**src/rtl/debounce_bank_if.sv**
```systemverilog
// Signal bundle between raw button pins and a debounce_bank instance.
// master drives the raw buttons; slave is the debouncer producing levels and pulses.
interface debounce_bank_if #(
  parameter int CHANNELS = 4
);
  logic [CHANNELS-1:0] button;
  logic [CHANNELS-1:0] debounced;
  logic [CHANNELS-1:0] rise;
  logic [CHANNELS-1:0] fall;
  logic                any_edge;

  modport master (
    output button,
    input  debounced, rise, fall, any_edge
  );

  modport slave (
    input  button,
    output debounced, rise, fall, any_edge
  );
endinterface

```
**src/rtl/debounce_bank.sv**
```systemverilog
// Multi-channel debouncer: DEPTH-sample history per channel, sampled every DIV clocks.
// Optional macro DEBOUNCE_SYNC_EN adds a two-flop synchronizer per channel ahead of the history.
module debounce_bank #(
  parameter int CHANNELS    = 4,
  parameter int DEPTH       = 8,
  parameter int DIV         = 1,
  parameter bit RESET_LEVEL = 1'b0
) (
  input logic           clk,
  input logic           reset,
  debounce_bank_if.slave bus
);

  logic                tick;
  logic [CHANNELS-1:0] sample;
  logic [DEPTH-1:0]    hist [CHANNELS];
  logic [CHANNELS-1:0] all1;
  logic [CHANNELS-1:0] all0;
  logic [CHANNELS-1:0] rise_nxt;
  logic [CHANNELS-1:0] fall_nxt;

  generate
    if (DIV == 1) begin : g_nodiv
      assign tick = 1'b1;
    end else begin : g_div
      localparam int CW = (DIV > 1) ? $clog2(DIV) : 1;
      logic [CW-1:0] count;

      assign tick = (count == CW'(DIV - 1));

      always_ff @(posedge clk) begin
        if (reset) begin
          count <= '0;
        end else if (tick) begin
          count <= '0;
        end else begin
          count <= count + 1'b1;
        end
      end
    end
  endgenerate

`ifdef DEBOUNCE_SYNC_EN
  logic [CHANNELS-1:0] sync1;
  logic [CHANNELS-1:0] sync2;

  always_ff @(posedge clk) begin
    if (reset) begin
      sync1 <= {CHANNELS{RESET_LEVEL}};
      sync2 <= {CHANNELS{RESET_LEVEL}};
    end else begin
      sync1 <= bus.button;
      sync2 <= sync1;
    end
  end

  assign sample = sync2;
`else
  assign sample = bus.button;
`endif

  always_ff @(posedge clk) begin
    for (int i = 0; i < CHANNELS; i++) begin
      if (reset) begin
        hist[i] <= {DEPTH{RESET_LEVEL}};
      end else if (tick) begin
        hist[i] <= {hist[i][DEPTH-2:0], sample[i]};
      end
    end
  end

  always_comb begin
    all1 = '0;
    all0 = '0;
    for (int i = 0; i < CHANNELS; i++) begin
      all1[i] = &hist[i];
      all0[i] = ~|hist[i];
    end
  end

  // A pulse fires only when the accepted level actually differs from the held one.
  assign rise_nxt = all1 & ~bus.debounced;
  assign fall_nxt = all0 & bus.debounced;

  always_ff @(posedge clk) begin
    if (reset) begin
      bus.debounced <= {CHANNELS{RESET_LEVEL}};
      bus.rise      <= '0;
      bus.fall      <= '0;
      bus.any_edge  <= 1'b0;
    end else begin
      bus.debounced <= (bus.debounced | all1) & ~all0;
      bus.rise      <= rise_nxt;
      bus.fall      <= fall_nxt;
      bus.any_edge  <= |(rise_nxt | fall_nxt);
    end
  end

endmodule

```
**src/flat_wrapper.sv**
```systemverilog
// flat-port wrapper written by rule: the top's interface ports become plain ports
module debounce_bank_flat 
#(
  parameter int CHANNELS    = 4,
  parameter int DEPTH       = 8,
  parameter int DIV         = 1,
  parameter bit RESET_LEVEL = 1'b0
)
  (clk, reset, bus_button, bus_debounced, bus_rise, bus_fall, bus_any_edge);
  debounce_bank_if #(.CHANNELS(CHANNELS)) bus_i ();
  input logic clk;
  input logic reset;
  input wire logic [$bits(bus_i.button)-1:0] bus_button;
  output wire logic [$bits(bus_i.debounced)-1:0] bus_debounced;
  output wire logic [$bits(bus_i.rise)-1:0] bus_rise;
  output wire logic [$bits(bus_i.fall)-1:0] bus_fall;
  output wire logic [$bits(bus_i.any_edge)-1:0] bus_any_edge;
  assign bus_i.button = bus_button;
  assign bus_debounced = bus_i.debounced;
  assign bus_rise = bus_i.rise;
  assign bus_fall = bus_i.fall;
  assign bus_any_edge = bus_i.any_edge;
  debounce_bank #(.CHANNELS(CHANNELS), .DEPTH(DEPTH), .DIV(DIV), .RESET_LEVEL(RESET_LEVEL)) u_core (.clk(clk), .reset(reset), .bus(bus_i));
endmodule
```
**config.mk**
```make
export PLATFORM = sky130hd
export DESIGN_NAME = debounce_bank_flat
export DESIGN_NICKNAME = d
export VERILOG_FILES = /design/src/rtl/debounce_bank_if.sv /design/src/rtl/debounce_bank.sv /design/src/flat_wrapper.sv
export SDC_FILE = /design/constraint.sdc
export NUM_CORES = 1
export LEC_CHECK = 0
export BUFFER_PORTS_ARGS = -buffer_cell sky130_fd_sc_hd__buf_2
export CAP_MARGIN = 20
export CORE_MARGIN = 2
export CORE_UTILIZATION = 49
export DETAILED_ROUTE_END_ITERATION = 8
export PLACE_DENSITY = 0.72
export SLEW_MARGIN = 5
export SYNTH_ARGS = -nofsm -noshare
export SYNTH_HDL_FRONTEND = slang
export SYNTH_SLANG_ARGS = --single-unit
export TNS_END_PERCENT = 100
```
**constraint.sdc**
```tcl
create_clock -name clk -period 1.2 [get_ports clk]
set_input_delay 0.24 -clock clk [delete_from_list [all_inputs] [get_ports clk]]
set_output_delay 0.24 -clock clk [all_outputs]
set_load 0.01 [all_outputs]
```
### Yosys cells after proc, flatten, opt, wreduce, memory -nomap -nowiden

Memories as Yosys holds them, arrays and structs flattened.
Cells that the tools add are included.

* bits in registers: 13
* RAM bits: 32
* bits of input ports: 6
* output and inout port bits: 13
* word-level logic and storage cells: 36
* memories kept: 1

* muxes and demuxes: 7
* bitwise logic cells: 11
* reduce and logical (&&, ||, !) cells: 13

Memories
* u_core.hist: depth 4, width 8, read ports 4, clocked after Yosys merged registers in 0, write ports 4, RTL line debounce_bank.sv:16 `logic [DEPTH-1:0] hist [CHANNELS];`

Operators with widths (count)
* 8-bit 2-to-1 mux: 4
* 8-bit AND reduction: 4
* 8-bit OR reduction: 4
* 4-bit bitwise AND: 3
* 4-bit NOT: 2
* 4-bit OR: 2
* 1-bit logical NOT: 4
* 1-bit OR: 4
* 4-bit OR reduction: 1
* 1-bit 2-to-1 mux: 3

### Depth between registers and ports, before layout

Gate-level depths: netlist (run 1).
An unclocked memory read counts as a cell.

* word-level depth: 6
* mapped depth: 4
* depth with buffers taken out: 4

### Worst setup path after synthesis (run 1)

Ideal clock, no wire load.

* path kind: register to register
* start point: memory u_core.hist[2][1], in the netlist u_core.hist[1][1]
* end point: register u_core.bus.any_edge
* setup time: 0.081 ns
* arrival: 1.225 ns
* data required time: 1.119 ns
* path slack: -0.105 ns
* stages on the path, launching flop included: 5
* cell sequence: dfxtp_1 -> or4_4 -> nor3_2 -> nor4_1 -> a41oi_1

RTL lines
* start: declaration: RTL line debounce_bank.sv:16
* end signal: assignment: RTL line debounce_bank.sv:95 `bus.any_edge <= |(rise_nxt | fall_nxt);`
* end: declaration: RTL line debounce_bank_if.sv:19 `output debounced, rise, fall, any_edge`

==> flow_results.xml, run 1 <==
<?xml version="1.0" encoding="UTF-8"?>
<metrics>
  <group name="outcome">
    <metric name="outcome" unit="">finished with violations</metric>
    <metric name="violated_checks" unit="">setup timing</metric>
  </group>
  <group name="critical_path">
    <metric name="timing.critical_path.slowest_cell_delay" unit="ns">0.55</metric>
    <metric name="kind_of_critical_path" unit="">flop to flop</metric>
    <metric name="critical-path-top-delay-family" unit="">simple AND/OR/NAND/NOR gates</metric>
    <metric name="worstSetupEndpointType" unit="">flop</metric>
    <metric name="cell_at_the_slowest_stage_of_the_critical_path" unit="">sky130_fd_sc_hd__or4_4</metric>
    <metric name="arrival" unit="ns">1.62</metric>
    <metric name="startpoint_type" unit="">flop</metric>
    <metric name="timing.critical_path.buf_inv" unit="">0</metric>
    <metric name="critPathRequiredTime" unit="ns">1.48</metric>
    <metric name="worstPathCellList" unit="">or4_4 &gt; nor3_4 &gt; nor4_2 &gt; a41oi_2</metric>
    <metric name="crit_fanout" unit="">2</metric>
  </group>
  <group name="floorplan">
    <metric name="ios" unit="">19</metric>
    <metric name="row_count" unit="">19</metric>
    <metric name="dieHeight" unit="um">57.9</metric>
    <metric name="die_x" unit="um">57.9</metric>
    <metric name="die_area" unit="sq um">3360</metric>
    <metric name="placeableCoreArea" unit="sq um">2760</metric>
    <metric name="initial_utilization" unit="%">51.7</metric>
  </group>
  <group name="grt">
    <metric name="global_route.usage.total" unit="%">17.7</metric>
    <metric name="globalRoute.totalOverflow" unit="">0</metric>
    <metric name="antenna_found_initial" unit="">0</metric>
    <metric name="via_count_of_the_first_global_routing_pass" unit="">1043</metric>
    <metric name="grt_start_max_net_pins" unit="">24</metric>
    <metric name="grt_pass1_wl" unit="mm">4.42</metric>
  </group>
  <group name="cts">
    <metric name="htree_levels" unit="">2</metric>
    <metric name="tritoncts.num_buffers" unit="">5</metric>
    <metric name="cts_tree" unit="">done</metric>
    <metric name="worst_setup_hold_path_clk_slew" unit="ns">0.12</metric>
    <metric name="number_of_buffers_on_the_longest_clock_path" unit="">2</metric>
    <metric name="clk_latency" unit="ns">0.34</metric>
    <metric name="cts_sinks" unit="">45</metric>
    <metric name="root_buffer" unit="">sky130_fd_sc_hd__clkbuf_4</metric>
  </group>
  <group name="sta">
    <metric name="timing.final.ws_setup" unit="ns">-0.146</metric>
    <metric name="final_min_period_over_clock_period" unit="%">112</metric>
    <metric name="max_clock_freq" unit="GHz">0.743</metric>
    <metric name="report.final.setup_viol" unit="">7</metric>
    <metric name="number_of_hold_violations_in_the_final_report" unit="">0</metric>
    <metric name="max_slew_headroom" unit="%">78.9</metric>
    <metric name="rsz0062_at_grt" unit="">true</metric>
    <metric name="timing_worst_slew_pin_value" unit="ns">0.313</metric>
    <metric name="slew_viol_final" unit="">0</metric>
    <metric name="final_period_minus_worst_setup_slack" unit="ns">1.35</metric>
    <metric name="clock_skew" unit="ns">0.00748</metric>
  </group>
  <group name="synth">
    <metric name="ys_ff_latch" unit="">45</metric>
    <metric name="cell_area_after_synthesis" unit="sq um">1430</metric>
    <metric name="netlist_instances" unit="">133</metric>
    <metric name="synth_ff_type" unit="">sky130_fd_sc_hd__dfxtp_1</metric>
    <metric name="yosysWarningCount" unit="">0</metric>
    <metric name="syn_nets" unit="">139</metric>
    <metric name="post_synth_num_cell_types" unit="">18</metric>
    <metric name="syn-mean-instance-area" unit="sq um">10.7</metric>
    <metric name="synth-edff-count" unit="">0</metric>
    <metric name="async_flop_share" unit="%">0</metric>
    <metric name="synth_sequential_area_ratio" unit="%">63.2</metric>
  </group>
  <group name="power_and_ir_drop">
    <metric name="pwr_density_cell" unit="nW/um^2">1220</metric>
    <metric name="total_leakage_power" unit="uW">0.000792</metric>
    <metric name="totalPowerFinal" unit="uW">2350</metric>
    <metric name="vdd_ir_drop_max" unit="mV">1.28</metric>
  </group>
  <group name="min_path">
    <metric name="hold_path_class" unit="">input pin to flop</metric>
  </group>
  <group name="final_layout">
    <metric name="layout.nets" unit="">187</metric>
    <metric name="fillerInstances" unit="">231</metric>
    <metric name="most_used_cells_in_the_layout_excluding_fill_and_tap_cells" unit="">31 x sky130_fd_sc_hd__nor2b_1, 30 x sky130_fd_sc_hd__dfxtp_1, 23 x sky130_fd_sc_hd__buf_4, 18 x sky130_fd_sc_hd__buf_2, 15 x sky130_fd_sc_hd__dfxtp_2</metric>
    <metric name="layout-drive-gt1-share" unit="%">47.8</metric>
    <metric name="final_common_cell" unit="">sky130_fd_sc_hd__nor2b_1</metric>
    <metric name="antenna-diode-count" unit="">0</metric>
    <metric name="layout-area-overhead-vs-synth" unit="%">35.5</metric>
  </group>
  <group name="detailed_routing">
    <metric name="num_vias" unit="">1085</metric>
    <metric name="viasPerCell" unit="">5.09</metric>
    <metric name="wirelength" unit="mm">2.70</metric>
    <metric name="final_antenna_net_count" unit="">0</metric>
    <metric name="post-route-drc-count" unit="">0</metric>
    <metric name="post_drt_wl_per_cell" unit="um">12.7</metric>
    <metric name="detail_route.first_pass.iterations" unit="">4</metric>
    <metric name="drt_iter0_drc" unit="">13</metric>
  </group>
  <group name="placed_design">
    <metric name="buffer_ports.inserted" unit="">18</metric>
    <metric name="globalplace.congestion" unit="">0.757</metric>
    <metric name="hpwl" unit="mm">1.86</metric>
    <metric name="place_ws" unit="ns">-0.136</metric>
  </group>
  <group name="flow_run">
    <metric name="max-cap-violations" unit="">0</metric>
  </group>
</metrics>
## kinds of logic (layout without fill, tap and decap cells)
family	after synthesis	in the layout	share of synthesized area, %
DFF	45	45	63.2
and+or+nand+nor	80	80	33.2
buffers and inverters	6	55	2.63
AOI/OAI and AO/OA	2	2	0.966
## where the power goes
| part | leakage, uW | total, uW | switching [uW] | internal [uW] |
|---|---|---|---|---|
| Sequential | 0.000372 | 1530 | 13.0 | 1520 |
| Clock | 0.0000265 | 656 | 422 | 234 |
| Combinational | 0.000394 | 169 | 70.9 | 98.5 |
## worst register-to-register path, cell delays in order, from the launching register on
cell                      delay (ns)
sky130_fd_sc_hd__dfxtp_2        0.34
sky130_fd_sc_hd__or4_4          0.55
sky130_fd_sc_hd__nor3_4         0.18
sky130_fd_sc_hd__nor4_2         0.06
sky130_fd_sc_hd__a41oi_2        0.15
## area by class of cell
| class | instances | area (sq um) | area share [%] |
|---|---|---|---|
| flip-flops and latches | 45 | 920 | 47.6 |
| inverters | 1 | 3.75 | 0.194 |
| clock buffers | 8 | 48.8 | 2.53 |
| multi-input cells | 82 | 592 | 30.7 |
| repair buffers | 46 | 328 | 17.0 |
| well taps | 31 | 38.8 | 2.01 |
## routing by layer
layer  part of all wire, %  wire [um]  global-route usage, %
met1                    42       1120                   19.6
met2                    53       1440                   30.0
met3                   4.2        114                   7.59
met4                  0.82         22                   6.98
met5                     0          0                      0
## Yosys cell counts, types with 2 or more instances
cell / count / area share, %
sky130_fd_sc_hd__dfxtp_1: 45 / 63
sky130_fd_sc_hd__nor2b_1: 31 / 14
sky130_fd_sc_hd__nor2_1: 14 / 3.7
sky130_fd_sc_hd__nand4_1: 8 / 3.5
sky130_fd_sc_hd__nor3_1: 8 / 2.8
sky130_fd_sc_hd__or4_1: 7 / 3.7
sky130_fd_sc_hd__nor4_1: 6 / 2.6
sky130_fd_sc_hd__clkbuf_1: 3 / 0.79
sky130_fd_sc_hd__nand2_1: 2 / 0.53
## stage by stage
stage / hold WS (ns) / setup TNS (ns) / util [%] / cells / instance area (sq um)
3_3_place_gp: 0.454 / -0.293 / 62.0 / 200 / 1710
3_5_place_dp: 0.454 / -0.437 / 62.0 / 200 / 1710
5_1_grt: 0.0877 / -0.913 / 70.0 / 213 / 1930
4_1_cts: 0.0916 / -0.448 / 67.2 / 211 / 1850
6_report: 0.102 / -0.507 / 70.0 / 213 / 1930
2_1_floorplan: 0.368 / -0.0886 / - / 133 / 1430
## final timing paths
check                                          start                        endpoint  slack [ns]  cells past startpoint
setup / recovery        u_core.hist[1][7]$_SDFF_PP0_  u_core.bus.any_edge$_SDFF_PP0_       -0.15                      4
hold reg to reg   u_core.bus.debounced[3]$_SDFF_PP0_   u_core.bus.rise[3]$_SDFF_PP0_        0.48                      1
setup reg to reg        u_core.hist[1][7]$_SDFF_PP0_  u_core.bus.any_edge$_SDFF_PP0_       -0.15                      4
hold / removal                         bus_button[3]    u_core.hist[1][8]$_SDFF_PP0_        0.10                      2
## registers in the layout, indices dropped and copies added, names as in the netlist
register,cells
u_core.bus.rise,4
u_core.bus.debounced,4
u_core.bus.fall,4
u_core.bus.any_edge,1
u_core.hist,32
## timing repair
action | 4_1_cts | 5_1_grt
pin swaps | 9 | 11
buffers inserted | 3 | 2
resized for setup | 22 | 19
setup endpoints to repair | 8 | 14
hold buffers | 0 | 0
Power figures use the tool's default switching activity.
==> run 2, diff against run 1 <==
==> constraint.sdc (replaced) <==
create_clock -name clk -period 1.1 [get_ports clk]
set_input_delay 0.22 -clock clk [delete_from_list [all_inputs] [get_ports clk]]
set_output_delay 0.22 -clock clk [all_outputs]
set_load 0.01 [all_outputs]
==> run 2 against run 1 <==
The run still ends with setup timing left. Combinational power up 3%. Fmax down 2.8%. Die area unchanged. Critical path depth unchanged. Final area up 2.7%. Via count up 5.8%. Global-route usage up 1.0 points. Wire length up 9.2%. Sequential cell count unchanged. Clock skew up 0.0049 ns. Critical endpoint unchanged. Highest routed layer unchanged.
==> flow_results.xml, run 2 (same netlist as run 1, synthesis figures left out) <==
<?xml version="1.0" encoding="UTF-8"?>
<metrics>
  <group name="outcome">
    <metric name="outcome" unit="">finished with violations</metric>
    <metric name="violated_checks" unit="">setup timing</metric>
  </group>
  <group name="sta">
    <metric name="report.final.setup_viol" unit="">10</metric>
    <metric name="number_of_hold_violations_in_the_final_report" unit="">0</metric>
    <metric name="final_min_period_over_clock_period" unit="%">126</metric>
    <metric name="rsz0062_at_grt" unit="">true</metric>
    <metric name="max_slew_headroom" unit="%">72.0</metric>
    <metric name="setup_tns" unit="ns">-1.62</metric>
    <metric name="clock_skew" unit="ns">0.0123</metric>
    <metric name="timing_worst_slew_pin_value" unit="ns">0.421</metric>
    <metric name="final_period_minus_worst_setup_slack" unit="ns">1.38</metric>
    <metric name="slew_viol_final" unit="">0</metric>
    <metric name="timing.final.ws_setup" unit="ns">-0.285</metric>
    <metric name="max_clock_freq" unit="GHz">0.722</metric>
  </group>
  <group name="power_and_ir_drop">
    <metric name="total_leakage_power" unit="uW">0.000828</metric>
    <metric name="vdd_ir_drop_max" unit="mV">1.26</metric>
    <metric name="totalPowerFinal" unit="uW">2580</metric>
    <metric name="pwr_density_cell" unit="nW/um^2">1300</metric>
  </group>
  <group name="critical_path">
    <metric name="kind_of_critical_path" unit="">flop to flop</metric>
    <metric name="worstSetupEndpointType" unit="">flop</metric>
    <metric name="timing.critical_path.buf_inv" unit="">0</metric>
    <metric name="r2r_setup_slack" unit="ns">-0.28</metric>
    <metric name="timing.critical_path.slowest_cell_delay" unit="ns">0.57</metric>
    <metric name="worstPathCellList" unit="">or4_4 &gt; nor3_4 &gt; nor4_2 &gt; a41oi_2</metric>
    <metric name="arrival" unit="ns">1.65</metric>
    <metric name="crit_fanout" unit="">2</metric>
    <metric name="critical-path-top-delay-family" unit="">simple AND/OR/NAND/NOR gates</metric>
    <metric name="cell_at_the_slowest_stage_of_the_critical_path" unit="">sky130_fd_sc_hd__or4_4</metric>
    <metric name="critPathRequiredTime" unit="ns">1.37</metric>
    <metric name="startpoint_type" unit="">flop</metric>
  </group>
  <group name="final_layout">
    <metric name="final_common_cell" unit="">sky130_fd_sc_hd__buf_4</metric>
    <metric name="layout.nets" unit="">194</metric>
    <metric name="fillerInstances" unit="">210</metric>
    <metric name="largest_register_ff_count" unit="">32</metric>
    <metric name="layout-area-overhead-vs-synth" unit="%">39.2</metric>
    <metric name="most_used_cells_in_the_layout_excluding_fill_and_tap_cells" unit="">33 x sky130_fd_sc_hd__buf_4, 31 x sky130_fd_sc_hd__nor2b_1, 31 x sky130_fd_sc_hd__dfxtp_1, 15 x sky130_fd_sc_hd__buf_2, 12 x sky130_fd_sc_hd__dfxtp_2</metric>
    <metric name="antenna-diode-count" unit="">0</metric>
    <metric name="regMostFlops" unit="">u_core.hist</metric>
    <metric name="layout-drive-gt1-share" unit="%">49.7</metric>
  </group>
  <group name="grt">
    <metric name="antenna_found_initial" unit="">0</metric>
    <metric name="grt_start_max_net_pins" unit="">22</metric>
    <metric name="global_route.usage.total" unit="%">18.7</metric>
    <metric name="via_count_of_the_first_global_routing_pass" unit="">1109</metric>
    <metric name="grt_pass1_wl" unit="mm">4.67</metric>
    <metric name="globalRoute.totalOverflow" unit="">0</metric>
  </group>
  <group name="cts">
    <metric name="tritoncts.num_buffers" unit="">5</metric>
    <metric name="number_of_buffers_on_the_longest_clock_path" unit="">2</metric>
    <metric name="cts_sinks" unit="">45</metric>
    <metric name="htree_levels" unit="">2</metric>
    <metric name="clk_latency" unit="ns">0.34</metric>
    <metric name="worst_setup_hold_path_clk_slew" unit="ns">0.13</metric>
    <metric name="root_buffer" unit="">sky130_fd_sc_hd__clkbuf_4</metric>
    <metric name="cts_tree" unit="">done</metric>
  </group>
  <group name="floorplan">
    <metric name="dieHeight" unit="um">57.9</metric>
    <metric name="placeableCoreArea" unit="sq um">2760</metric>
    <metric name="die_area" unit="sq um">3360</metric>
    <metric name="row_count" unit="">19</metric>
    <metric name="initial_utilization" unit="%">51.7</metric>
    <metric name="die_x" unit="um">57.9</metric>
    <metric name="ios" unit="">19</metric>
  </group>
  <group name="min_path">
    <metric name="hold_path_class" unit="">input pin to flop</metric>
  </group>
  <group name="placed_design">
    <metric name="buffer_ports.inserted" unit="">18</metric>
    <metric name="place_ws" unit="ns">-0.281</metric>
    <metric name="hpwl" unit="mm">1.88</metric>
    <metric name="globalplace.congestion" unit="">0.783</metric>
  </group>
  <group name="detailed_routing">
    <metric name="drt_iter0_drc" unit="">42</metric>
    <metric name="post_drt_wl_per_cell" unit="um">13.4</metric>
    <metric name="num_vias" unit="">1148</metric>
    <metric name="viasPerCell" unit="">5.22</metric>
    <metric name="final_antenna_net_count" unit="">0</metric>
    <metric name="detail_route.first_pass.iterations" unit="">4</metric>
    <metric name="post-route-drc-count" unit="">0</metric>
    <metric name="wirelength" unit="mm">2.95</metric>
  </group>
  <group name="flow_run">
    <metric name="max-cap-violations" unit="">0</metric>
  </group>
</metrics>
[run 2: report_power, final]
group | switching [uW] | internal [uW]
registers | 14.3 | 1650
clock network | 501 | 242
logic | 76.1 | 97.6
[run 2: final timing paths]
kind	from	endpoint	cells past startpoint
worst min-delay path	bus_button[3]	u_core.hist[1][8]$_SDFF_PP0_	2
worst min register to register	u_core.hist[1][9]$_SDFF_PP0_	u_core.hist[1][10]$_SDFF_PP0_	1
worst max-delay path	u_core.hist[1][7]$_SDFF_PP0_	u_core.bus.any_edge$_SDFF_PP0_	4
worst max register to register	u_core.hist[1][7]$_SDFF_PP0_	u_core.bus.any_edge$_SDFF_PP0_	4
[run 2: area by class of cell]
cell class / instances / area (sq um) / area share, %
flip-flops and latches: 45 / 923 / 46.6
clock inverters: 3 / 17.5 / 0.883
clock buffers: 5 / 37.5 / 1.89
inverters: 1 / 3.75 / 0.189
multi-input cells: 82 / 583 / 29.4
well taps: 31 / 38.8 / 1.96
repair buffers: 53 / 379 / 19.1
[run 2: layer usage]
metal  GRT usage (%)  part of all wire [%]  vias to the layer above
met4            6.98                  0.98                        0
met2            33.8                    56                       23
met3            6.03                   3.8                        4
met1            20.4                    39                      555
met5               0                     0                        -
li1                -                     -                      566
[run 2: stage by stage]
stage                     std cells  util [%]  hold slack [ns]  cell area, sq um
after floorplan                 133         -            0.348              1430
after global placement          203      62.3            0.428              1720
after detailed placement        203      62.3            0.440              1720
after CTS                       216      68.8           0.0629              1900
after global routing            220      71.9           0.0540              1980
final                           220      71.9           0.0711              1980
[run 2: timing repair]
action / CTS / global route
pin swaps: 8 / 4
gates resized for setup: 27 / 15
setup endpoints to repair: 13 / 14
hold buffers: 0 / 0
gates cloned: 0 / 0
setup buffers: 5 / 4
==> run 3, diff against run 2 <==
--- a/config.mk
+++ b/config.mk
@@ -5,12 +5,13 @@
 export SDC_FILE = /design/constraint.sdc
 export NUM_CORES = 1
 export LEC_CHECK = 0
+export ABC_AREA = 1
 export BUFFER_PORTS_ARGS = -buffer_cell sky130_fd_sc_hd__buf_2
 export CAP_MARGIN = 20
 export CORE_MARGIN = 2
-export CORE_UTILIZATION = 49
+export CORE_UTILIZATION = 55
 export DETAILED_ROUTE_END_ITERATION = 8
-export PLACE_DENSITY = 0.72
+export PLACE_DENSITY = 0.76
 export SLEW_MARGIN = 5
 export SYNTH_ARGS = -nofsm -noshare
 export SYNTH_HDL_FRONTEND = slang
==> constraint.sdc (replaced) <==
create_clock -name clk -period 1.7 [get_ports clk]
set_input_delay 0.34 -clock clk [delete_from_list [all_inputs] [get_ports clk]]
set_output_delay 0.34 -clock clk [all_outputs]
set_load 0.01 [all_outputs]
==> run 3 against run 2 <==
The flow now finishes without violations. Clock skew is 0.0018 ns lower. Core utilization is 7.9 points lower. Wire length is 20% lower. Worst setup slack better by 0.74 ns. First-iteration DRC count is 31% lower. Non-clock buffer count is 34 lower. Final cell count is 13% higher. Synthesized cell count is 48% higher. Global-route usage is 2.1 points lower. Synthesized area is 6.9% higher. Critical path depth is 3 lower. Largest power group unchanged. Highest routed layer unchanged.
==> flow_results.xml, run 3 <==
<?xml version="1.0" encoding="UTF-8"?>
<metrics>
  <group name="power_and_ir_drop">
    <metric name="total_leakage_power" unit="uW">0.000765</metric>
    <metric name="combPwrFrac" unit="%">3.4</metric>
    <metric name="pwr_density_cell" unit="nW/um^2">1030</metric>
    <metric name="intPower" unit="uW">1390</metric>
    <metric name="vdd_ir_drop_max" unit="mV">0.817</metric>
    <metric name="power.net_switching" unit="uW">372</metric>
    <metric name="power.share.clock" unit="%">35.4</metric>
    <metric name="sequential_share_of_power" unit="%">61.2</metric>
    <metric name="sw_frac_of_total" unit="%">21.1</metric>
  </group>
  <group name="flow_run">
    <metric name="max-cap-violations" unit="">0</metric>
  </group>
  <group name="critical_path">
    <metric name="critical_path.endpoint" unit="">bus_debounced[1]</metric>
    <metric name="startpoint_type" unit="">flop</metric>
    <metric name="worstSetupEndpointType" unit="">output port</metric>
    <metric name="cell_at_the_slowest_stage_of_the_critical_path" unit="">sky130_fd_sc_hd__dfxtp_1</metric>
    <metric name="worstPathCellList" unit="">buf_2</metric>
    <metric name="arrival" unit="ns">0.91</metric>
    <metric name="worst_r2r_startpoint" unit="">u_core.hist[0][7]$_SDFF_PP0_</metric>
    <metric name="critPathRequiredTime" unit="ns">1.36</metric>
    <metric name="reg2regPathDepth" unit="">7</metric>
    <metric name="timing.critical_path.buf_inv" unit="">1</metric>
    <metric name="kind_of_critical_path" unit="">flop to output port</metric>
    <metric name="timing.critical_path.slowest_cell_delay" unit="ns">0.40</metric>
    <metric name="critical-path-top-delay-family" unit="">flip-flops</metric>
    <metric name="crit_fanout" unit="">4</metric>
    <metric name="reg2reg_to" unit="">u_core.bus.any_edge$_SDFF_PP0_</metric>
    <metric name="crit_start" unit="">u_core.bus.debounced[1]$_SDFF_PP0_</metric>
    <metric name="r2r_setup_slack" unit="ns">0.68</metric>
    <metric name="critical_path_depth" unit="">1</metric>
  </group>
  <group name="grt">
    <metric name="grt_pass1_wl" unit="mm">4.08</metric>
    <metric name="antenna_found_initial" unit="">0</metric>
    <metric name="global_route.usage.total" unit="%">16.7</metric>
    <metric name="via_count_of_the_first_global_routing_pass" unit="">1046</metric>
    <metric name="globalRoute.totalOverflow" unit="">0</metric>
    <metric name="grt_start_max_net_pins" unit="">29</metric>
  </group>
  <group name="final_layout">
    <metric name="post-route-cell-area" unit="sq um">1720</metric>
    <metric name="largest_register_ff_count" unit="">32</metric>
    <metric name="final_common_cell" unit="">sky130_fd_sc_hd__nor2_1</metric>
    <metric name="regArea" unit="sq um">901</metric>
    <metric name="layout.nets" unit="">224</metric>
    <metric name="end_of_flow_core_utilization" unit="%">64.0</metric>
    <metric name="most_used_cells_in_the_layout_excluding_fill_and_tap_cells" unit="">65 x sky130_fd_sc_hd__nor2_1, 45 x sky130_fd_sc_hd__dfxtp_1, 32 x sky130_fd_sc_hd__inv_1, 32 x sky130_fd_sc_hd__nand2_1, 18 x sky130_fd_sc_hd__buf_2</metric>
    <metric name="antenna-diode-count" unit="">0</metric>
    <metric name="regMostFlops" unit="">u_core.hist</metric>
    <metric name="fillerInstances" unit="">247</metric>
    <metric name="layout-drive-gt1-share" unit="%">15.1</metric>
    <metric name="multi_input_area" unit="sq um">478</metric>
    <metric name="layout-area-overhead-vs-synth" unit="%">12.9</metric>
  </group>
  <group name="cts">
    <metric name="root_buffer" unit="">sky130_fd_sc_hd__clkbuf_4</metric>
    <metric name="cts_sinks" unit="">45</metric>
    <metric name="worst_setup_hold_path_clk_slew" unit="ns">0.13</metric>
    <metric name="cts_hold_buf" unit="">0</metric>
    <metric name="htree_levels" unit="">2</metric>
    <metric name="number_of_buffers_on_the_longest_clock_path" unit="">2</metric>
    <metric name="cts_tree" unit="">done</metric>
    <metric name="postCtsSetupRepairBufs" unit="">0</metric>
    <metric name="cts_resized" unit="">0</metric>
    <metric name="tritoncts.num_buffers" unit="">5</metric>
    <metric name="clk_latency" unit="ns">0.35</metric>
  </group>
  <group name="sta">
    <metric name="rsz0062_at_grt" unit="">false</metric>
    <metric name="report.final.setup_viol" unit="">0</metric>
    <metric name="slew_viol_final" unit="">0</metric>
    <metric name="final_min_period_over_clock_period" unit="%">73.4</metric>
    <metric name="max_slew_headroom" unit="%">77.7</metric>
    <metric name="clock_skew" unit="ns">0.0106</metric>
    <metric name="timing_worst_slew_pin_value" unit="ns">0.334</metric>
    <metric name="final_period_minus_worst_setup_slack" unit="ns">1.25</metric>
    <metric name="number_of_hold_violations_in_the_final_report" unit="">0</metric>
    <metric name="setup_tns" unit="ns">0</metric>
    <metric name="max_clock_freq" unit="GHz">0.802</metric>
  </group>
  <group name="synth">
    <metric name="ys_ff_latch" unit="">45</metric>
    <metric name="synth_sequential_area_ratio" unit="%">59.1</metric>
    <metric name="post-synth-top-area-cell" unit="">sky130_fd_sc_hd__dfxtp_1</metric>
    <metric name="synth-edff-count" unit="">0</metric>
    <metric name="cell_area_after_synthesis" unit="sq um">1520</metric>
    <metric name="syn_nets" unit="">203</metric>
    <metric name="synth_ff_type" unit="">sky130_fd_sc_hd__dfxtp_1</metric>
    <metric name="post_synth_num_cell_types" unit="">11</metric>
    <metric name="yosysWarningCount" unit="">0</metric>
    <metric name="synth.cells.most_frequent" unit="">65 x sky130_fd_sc_hd__nor2_1, 45 x sky130_fd_sc_hd__dfxtp_1, 32 x sky130_fd_sc_hd__inv_1, 32 x sky130_fd_sc_hd__nand2_1</metric>
    <metric name="syn-mean-instance-area" unit="sq um">7.74</metric>
    <metric name="synth_top_area_share" unit="%">59.1</metric>
    <metric name="yosysMostFrequentCell" unit="">sky130_fd_sc_hd__nor2_1</metric>
    <metric name="post_synth_main_area_contributors" unit="">sky130_fd_sc_hd__dfxtp_1 59%, sky130_fd_sc_hd__nor2_1 16%, sky130_fd_sc_hd__inv_1 7.9%, sky130_fd_sc_hd__nand2_1 7.9%, sky130_fd_sc_hd__nor2_2 2.1%</metric>
    <metric name="netlist_instances" unit="">197</metric>
    <metric name="async_flop_share" unit="%">0</metric>
  </group>
  <group name="placed_design">
    <metric name="globalplace.congestion" unit="">0.704</metric>
    <metric name="placed_area" unit="sq um">1650</metric>
    <metric name="hpwl" unit="mm">1.70</metric>
    <metric name="buffer_ports.inserted" unit="">18</metric>
  </group>
  <group name="floorplan">
    <metric name="die_area" unit="sq um">3210</metric>
    <metric name="die_x" unit="um">56.6</metric>
    <metric name="dieHeight" unit="um">56.6</metric>
    <metric name="row_count" unit="">19</metric>
    <metric name="placeableCoreArea" unit="sq um">2690</metric>
    <metric name="ios" unit="">19</metric>
    <metric name="initial_utilization" unit="%">56.7</metric>
  </group>
  <group name="detailed_routing">
    <metric name="viasPerCell" unit="">4.57</metric>
    <metric name="wirelength" unit="mm">2.36</metric>
    <metric name="post-route-drc-count" unit="">0</metric>
    <metric name="final_antenna_net_count" unit="">0</metric>
    <metric name="post_drt_wl_per_cell" unit="um">9.47</metric>
    <metric name="detail_route.first_pass.iterations" unit="">4</metric>
    <metric name="num_vias" unit="">1139</metric>
    <metric name="drt_iter0_drc" unit="">29</metric>
  </group>
  <group name="min_path">
    <metric name="hold_path_class" unit="">input pin to flop</metric>
  </group>
  <group name="outcome">
    <metric name="outcome" unit="">complete, no violations</metric>
  </group>
</metrics>
run 3: cell count changes after synthesis, sizes merged, moves of 4 or more:
cell	delta
nand3b	+4
or4	-8
nand2	+30
nor2	+56
nor2b	-32
nor3	-5
inv	+31
nor4	-6
nand4	-8
a21oi	+4
run 3: cell families after synthesis:
group / count (synthesis) / synth area share, %
AOI/OAI and AO/OA: 5 / 1.89
and+or+nand+nor: 110 / 29.5
buffers and inverters: 37 / 9.52
DFF: 45 / 59.1
run 3: worst min-delay path by stage:
stage	startpoint	end	slack [ns]	cells after the start
after detailed placement	u_core.hist[1][5]$_SDFF_PP0_	u_core.hist[1][6]$_SDFF_PP0_	0.43	2
final	bus_button[0]	u_core.hist[0][0]$_SDFF_PP0_	0.17	3
after global routing	bus_button[0]	u_core.hist[0][0]$_SDFF_PP0_	0.16	3
after CTS	bus_button[0]	u_core.hist[0][0]$_SDFF_PP0_	0.16	3
after floorplan	u_core.hist[0][10]$_SDFF_PP0_	u_core.hist[0][11]$_SDFF_PP0_	0.42	2
after global placement	u_core.hist[0][5]$_SDFF_PP0_	u_core.hist[0][6]$_SDFF_PP0_	0.42	2
run 3: cell type report:
type	instances	area share (%)
sequential	45	52.4
clock buffer	5	2.18
tap	31	2.25
clock inverter	2	2.04
multi-input combinational	115	27.8
timing repair buffer	19	6.40
inverter	32	6.98
run 3: through the flow:
stage	hold slack (ns)	instances	power, uW	setup WS [ns]
after detailed placement	0.427	242	1160	0.638
after global placement	0.421	242	1160	0.660
after global routing	0.164	249	1830	0.389
after CTS	0.165	249	1780	0.444
after floorplan	0.416	197	1150	0.816
final	0.171	249	1760	0.453
run 3: per-layer routing:
metal | global-route usage, % | wire length [um]
met5 | 0 | 0
met3 | 5.07 | 130
met4 | 10.2 | 38
met1 | 19.2 | 1070
met2 | 26.9 | 1120
run 3: worst min-delay path: cells and delay by family:
kind / cells / cell delay [ns]
simple gates: 1 / 0.03
buf+inv: 2 / 0.13
run 3: power by group through the flow:
stage          combinational (uW)  sequential (uW)  clock, uW
2_1_floorplan                45.2             1100          0
3_3_place_gp                 58.4             1100          0
3_5_place_dp                 59.9             1100          0
4_1_cts                      60.3             1080        637
5_1_grt                      69.4             1080        676
6_report                     59.6             1080        624
